File: config.mk
export PLATFORM = sky130hd
export DESIGN_NAME = fetch_queue
export DESIGN_NICKNAME = d
export VERILOG_FILES = /design/src/rtl/fetch_queue.sv
export SDC_FILE = /design/constraint.sdc
export NUM_CORES = 1
export LEC_CHECK = 0
export ABC_AREA = 1
export ABC_CLOCK_PERIOD_IN_PS = 2800
export CAP_MARGIN = 10
export CORE_MARGIN = 5
export CORE_UTILIZATION = 40
export CTS_CLUSTER_DIAMETER = 200
export DETAILED_ROUTE_END_ITERATION = 16
export PLACE_DENSITY = 0.68
export SYNTH_ARGS = -nofsm -noshare
export SYNTH_HDL_FRONTEND = slang
export SYNTH_SLANG_ARGS = --single-unit
File: constraint.sdc
create_clock -name clk -period 2.8 [get_ports clk]
set_clock_uncertainty 0.05 [all_clocks]
set_input_delay 0.42 -clock clk [delete_from_list [all_inputs] [get_ports clk]]
set_output_delay 0.42 -clock clk [all_outputs]
set_load 0.02 [all_outputs]
File: src/rtl/fetch_queue.sv
// Instruction fetch unit: issues one 16-bit fetch at a time to instruction memory
// and buffers responses in a small in-order queue; redirects flush and refetch.
module fetch_queue #(
    parameter logic [15:0] RESET_PC = 16'd0,
    parameter int          DEPTH    = 2
) (
    input  logic        clk,
    input  logic        rst_n,
    output logic        imem_req,
    output logic [15:0] imem_addr,
    input  logic        imem_gnt,
    input  logic        imem_rvalid,
    input  logic [15:0] imem_rdata,
    output logic        instr_valid,
    output logic [15:0] instr_out,
    output logic [15:0] instr_pc,
    input  logic        instr_ready,
    input  logic        redirect,
    input  logic [15:0] redirect_pc,
    output logic [1:0]  dbg_state      // 0 = IDLE, 1 = BUSY, 2 = DROP
);

    localparam int PW = (DEPTH > 1) ? $clog2(DEPTH) : 1;
    localparam int CW = PW + 1;
    localparam logic [CW-1:0] FULL = CW'(DEPTH);

    typedef enum logic [1:0] {
        IDLE = 2'd0,
        BUSY = 2'd1,
        DROP = 2'd2
    } state_t;

    state_t        state_q, state_d;
    logic [15:0]   pc_q, pc_d;
    logic [15:0]   req_pc_q, req_pc_d;
    logic [15:0]   data_mem_q [DEPTH];
    logic [15:0]   addr_mem_q [DEPTH];
    logic [PW-1:0] wr_ptr_q, wr_ptr_d;
    logic [PW-1:0] rd_ptr_q, rd_ptr_d;
    logic [CW-1:0] count_q, count_d;
    logic [CW-1:0] remain;
    logic [15:0]   out_data_q, out_data_d;
    logic [15:0]   out_pc_q, out_pc_d;
    logic          grant;
    logic          push;
    logic          pop;

    // Handshakes: a fetch transfers when imem_req && imem_gnt; an instruction
    // transfers when instr_valid && instr_ready. imem_addr never moves while a
    // request is waiting, because pc_q only changes on grant or redirect, and a
    // redirect withdraws the request in the same cycle.
    always_comb begin
        imem_req = rst_n && (state_q == IDLE) && !redirect && (count_q < FULL);
        grant    = imem_req && imem_gnt;
        push     = (state_q == BUSY) && imem_rvalid && !redirect;
        pop      = (count_q != '0) && instr_ready && !redirect;
    end

    always_comb begin
        state_d  = state_q;
        pc_d     = pc_q;
        req_pc_d = req_pc_q;
        case (state_q)
            IDLE: begin
                if (grant) begin
                    state_d  = BUSY;
                    req_pc_d = pc_q;
                    pc_d     = pc_q + 16'd2;
                end
            end
            BUSY: begin
                if (imem_rvalid) begin
                    state_d = IDLE;
                end else if (redirect) begin
                    state_d = DROP;
                end
            end
            DROP: begin
                if (imem_rvalid) begin
                    state_d = IDLE;
                end
            end
            default: state_d = IDLE;
        endcase
        // Odd targets are forced even; fetches are always halfword aligned.
        if (redirect) begin
            pc_d = redirect_pc & 16'hFFFE;
        end
    end

    always_comb begin
        wr_ptr_d = wr_ptr_q + PW'(push);
        rd_ptr_d = rd_ptr_q + PW'(pop);
        count_d  = count_q + CW'(push) - CW'(pop);
        remain   = count_q - CW'(pop);
        out_data_d = out_data_q;
        out_pc_d   = out_pc_q;
        if (redirect) begin
            wr_ptr_d = '0;
            rd_ptr_d = '0;
            count_d  = '0;
        end else if (remain == '0) begin
            // Queue drains this cycle; only a bypassed push can become the head.
            if (push) begin
                out_data_d = imem_rdata;
                out_pc_d   = req_pc_q;
            end
        end else begin
            out_data_d = data_mem_q[rd_ptr_d];
            out_pc_d   = addr_mem_q[rd_ptr_d];
        end
    end

    always_ff @(posedge clk) begin
        if (!rst_n) begin
            state_q    <= IDLE;
            pc_q       <= RESET_PC;
            req_pc_q   <= RESET_PC;
            wr_ptr_q   <= '0;
            rd_ptr_q   <= '0;
            count_q    <= '0;
            out_data_q <= 16'h0000;
            out_pc_q   <= 16'h0000;
        end else begin
            state_q    <= state_d;
            pc_q       <= pc_d;
            req_pc_q   <= req_pc_d;
            wr_ptr_q   <= wr_ptr_d;
            rd_ptr_q   <= rd_ptr_d;
            count_q    <= count_d;
            out_data_q <= out_data_d;
            out_pc_q   <= out_pc_d;
        end
    end

    // Storage needs no reset: a slot is only read after it has been written.
    always_ff @(posedge clk) begin
        if (push) begin
            data_mem_q[wr_ptr_q] <= imem_rdata;
            addr_mem_q[wr_ptr_q] <= req_pc_q;
        end
    end

    assign imem_addr   = pc_q;
    assign instr_valid = (count_q != '0);
    assign instr_out   = out_data_q;
    assign instr_pc    = out_pc_q;
    assign dbg_state   = state_q;

endmodule

# Word-level counts from Yosys, hierarchy flattened
# Memories as Yosys holds them, arrays and structs flattened.
# Cells that the tools add are included.
# word_totals
n_memories	2
output_inout_bits	52
regBits	70
ram_bits	64
input_bits	38
elab_cells	59
# memory_table
name	depth	word_bits	rd	rd_ports_with_merged_regs	wr	line	text
addr_mem_q	2	16	1	0	1	37	logic [15:0] addr_mem_q [DEPTH];
data_mem_q	2	16	1	0	1	36	logic [15:0] data_mem_q [DEPTH];
# op_classes
eq_ne	6
reduce_logical	19
magnitude_cmp	1
bitwise_logic	2
muxes	14
add_sub_neg	6
# op_table
cell	count
16-bit 2-to-1 mux	7
16-bit by 2-bit adder with 16-bit output, second input constant	1
1-bit logical AND	8
2-bit 2-to-1 mux	4
2-bit != test, second input constant	3
2-bit one-hot mux with 3 select lines	1
2-bit AND reduction	3
2-bit nonzero test	3
2-bit logical NOT	2
2-bit by 1-bit subtractor with 2-bit output	2
3-bit != test, second input constant	1
3-bit AND reduction	1
1-bit adder	2
2-bit by 1-bit adder with 2-bit output	1
2-bit by 1-bit equality test with 1-bit output, second input constant	1
2-bit equality test, second input constant	1
2-bit < comparator, second input constant	1
1-bit 2-to-1 mux	2
1-bit inverter	2
2-bit OR reduction	1
1-bit logical NOT	1

# Logic depth before layout (Yosys ltp)
# logic_depth
depth_word	8
mapped_depth	11
ltp_nobuf	9

# Worst setup path after synthesis
# OpenSTA, ideal clock, no wires.
# synth_path
kind	input to register
startpoint	input port redirect
endpoint	memory addr_mem_q[1][10] (enable)
setup_ps	391
required_time_ps	2359
t_arrival_ps	1815
path_buffers	2
slack_ps	544
cell_stages	6
cell_sequence	buf_6 -> clkinv_2 -> nand4_4 -> clkbuf_1 -> inv_1 -> ha_1
# synth_between
elab_chain_cells	4
# synth_lines
item	line	text
start: declaration	18	input logic redirect,
1-bit logical NOT	55	push = (state_q == BUSY) && imem_rvalid && !redirect;
1-bit logical AND	55	
1-bit 2-to-1 mux	138	if (push) begin
1-bit 2-to-1 mux (implied by the code)	140	addr_mem_q[wr_ptr_q] <= req_pc_q;
end: declaration	37	
# Every way passes these cells.

# Worst setup path after layout
# layout_path
startpoint	input port redirect
endpoint	output port imem_req
# layout_between
elab_chain_cells	3
# layout_lines
item	line	text
1-bit logical NOT	53	imem_req = rst_n && (state_q == IDLE) && !redirect && (count_q < FULL);
1-bit logical AND (2 in a row)	53	
end: declaration	9	output logic imem_req,
# Every way passes these cells.

==> flow_summary.yaml <==
pwr:
  leakagePower_nw: 3.30
  p_per_area_mw_per_mm2: 618
  power_frac_comb: 0.057
  power_switching_mw: 0.960
  internal_power_mw: 3.78
  p_clk_frac: 0.513
  ir_drop_v: 0.000424
  p_seq_frac: 0.430
  switching_share: 0.203
floorplan:
  die_y_um: 133
  io_pins: 90
  design.core.area_sq_mm: 0.0146
  fp-row-count: 44
  initial_core_util: 0.410
  die_w_um: 133
  die_area_sq_mm: 0.0176
clocking:
  htree_levels: 4
  cts_resized: 0
  post_cts_buffers: 0
  clock_sinks: 129
  cts_buffers: 17
  tritoncts: "built"
  cts_root_buf: "clkbuf_16"
  clk_path_buf_depth: 2
  ctsHoldBuffers: 0
  cts.reportedPaths.clkPinSlew_ns: 0.05
  clk_latency_ns: 0.41
drt:
  avgViaCountPerCell: 4.63
  antenna_left: 0
  num_vias: 4731
  firstDrtPassIters: 5
  drcViolationCount: 0
  wl_per_cell_um: 12.8
  routed_wl_um: 13100
  first_iter_violations: 319
sta:
  period_needed_ns: 2.38
  setup_viol: 0
  setup_tns_ns: 0
  post-route-period-util: 0.852
  rsz0062_at_grt: "false"
  report.final.hold_viol_count: 0
  slew_violations: 0
  max_freq_ghz: 0.419
logic_synthesis:
  yosys.cell_types.count: 31
  synth_cells: 741
  ys_seq_area_frac: 0.533
  syn_area_per_cell_sq_um: 8.11
  synth.area.top_cells: "edfxtp_1 31%, dfxtp_1 22%, nand2_1 12%"
  synth_most_common_cell: "nand2_1"
  yosysWarnings: 0
  synth_top_area_frac: 0.310
  synth_area_leader_cell: "edfxtp_1"
  synthFlopType: "dfxtp_1"
  syn_area_sq_mm: 0.00601
  async_flop_share: 0
  synth_seq_cells: 129
  netlist_top_cells_count: "193 x nand2_1, 141 x inv_1, 67 x dfxtp_1, 66 x nor2_1, 62 x edfxtp_1"
  synth-edff-count: 62
worst_setup_path:
  cp_max_fo: 5
  rrSetupSlack_ns: 1.02
  cp.arrival_ns: 1.91
  end_kind: "primary output"
  worstPathRequired_ns: 2.33
  start_kind: "input port"
  crit_type: "input port to primary output"
global_routing:
  grt-ovfl-total: 0
  grt_pass1_vias: 4294
  grt_max_degree: 48
  globalRouteTotalUtil: 0.153
  grt_pass1_wl_um: 21600
  antenna_found_initial: 0
cells_and_area:
  post-route-util: 0.524
  layout.nets: 867
  n_antenna_cell: 0
  drive_above_1_share: 0.0896
  syn2layout_area_growth_pct: 27.6
place:
  gp_congestion: 0.779
  port_buffers: 86
  dpl.hpwl_um: 8100
run_status:
  status: "complete, no violations"
hold_path:
  hold_path.class: "flop to flop"
flow_run:
  maxCapViolCount: 0
critical path, cell delays in order:
cell and delay, ns:
clkdlybuf4s50_1 0.57, nor2_4 0.19, nand3_1 0.08, inv_1 0.06, clkdlybuf4s50_1 0.59
power groups by stage:
stage          combinational (mW)  clock (mW)  sequential [mW]
3_5_place_dp                0.269           0             2.08
2_1_floorplan               0.125           0             2.09
5_1_grt                     0.299        2.57             2.04
6_report                    0.269        2.43             2.04
4_1_cts                     0.272        2.47             2.04
3_3_place_gp                0.266           0             2.08
layer usage:
metal	vias up	GRT usage	wire, um
met5	-	0	0
met4	0	0.0404	76
met3	4	0.0547	793
met2	113	0.233	5990
met1	2155	0.207	6200
li1	2459	-	-
final timing paths:
path                            cells after the start                       from                         end
worst max-delay path                                5                   redirect                    imem_req
worst min-delay path                                0   req_pc_q[6]$_SDFFE_PN0P_  addr_mem_q[1][6]$_DFFE_PP_
worst max register to register                      5  dbg_state[0]$_SDFFE_PN0P_   req_pc_q[15]$_SDFFE_PN0P_
worst min register to register                      0   req_pc_q[6]$_SDFFE_PN0P_  addr_mem_q[1][6]$_DFFE_PP_
cells in the final DEF, fill, tap and decap left out, drive strengths merged:
| cell type | instances |
|---|---|
| or2 | 1 |
| dfxtp | 67 |
| o21ai | 30 |
| clkinv | 9 |
| clkdlybuf4s50 | 86 |
| o21a | 1 |
| nor2 | 69 |
| xor2 | 3 |
| conb | 2 |
| nand4 | 9 |
| edfxtp | 62 |
| nand2 | 196 |
| o21bai | 1 |
| ha | 5 |
| buf | 12 |
| nand3 | 51 |
| xnor2 | 3 |
| inv | 144 |
| a21boi | 2 |
| bufinv | 6 |
| a21oi | 60 |
| clkbuf | 18 |
state kept, by name (all words and copies together) (netlist names):
signal      cells
addr_mem_q     30
count_q         2
data_mem_q     32
dbg_state       2
imem_addr      15
instr_out      16
instr_pc       15
rd_ptr_q        1
req_pc_q       15
wr_ptr_q        1
through the flow:
step                      total power [mW]  std cells  cell area, sq um  hold slack, ns  worst slack (ns)
after floorplan                       2.22        742              6010           0.387             0.544
after detailed placement              2.35        989              7020           0.409             0.392
after CTS                             4.78       1021              7670           0.423             0.392
final                                 4.74       1021              7670           0.434             0.416
after global placement                2.34        989              7020           0.407             0.379
after global routing                  4.91       1021              7670           0.442             0.344
kinds of logic (layout without fill, tap and decap cells):
logic type	after synthesis	after routing	share of synthesized area
compound gates	94	94	0.0931
simple gates	326	326	0.226
fa+ha+maj	5	5	0.0104
flops	129	129	0.533
other cells	1	2	0.000624
buf+inv	180	275	0.128
xor+xnor	6	6	0.00875
area by class of cell:
class                           instances  area [sq um]
Clock buffer                           18           429
Sequential cell                       129          3200
Timing Repair Buffer                   98          1000
Clock inverter                         14           218
Inverter                              145           546
Tap cell                              184           230
Multi-Input combinational cell        433          2040
Fill cell                            1363          6980
Power figures use the tool's default switching activity.
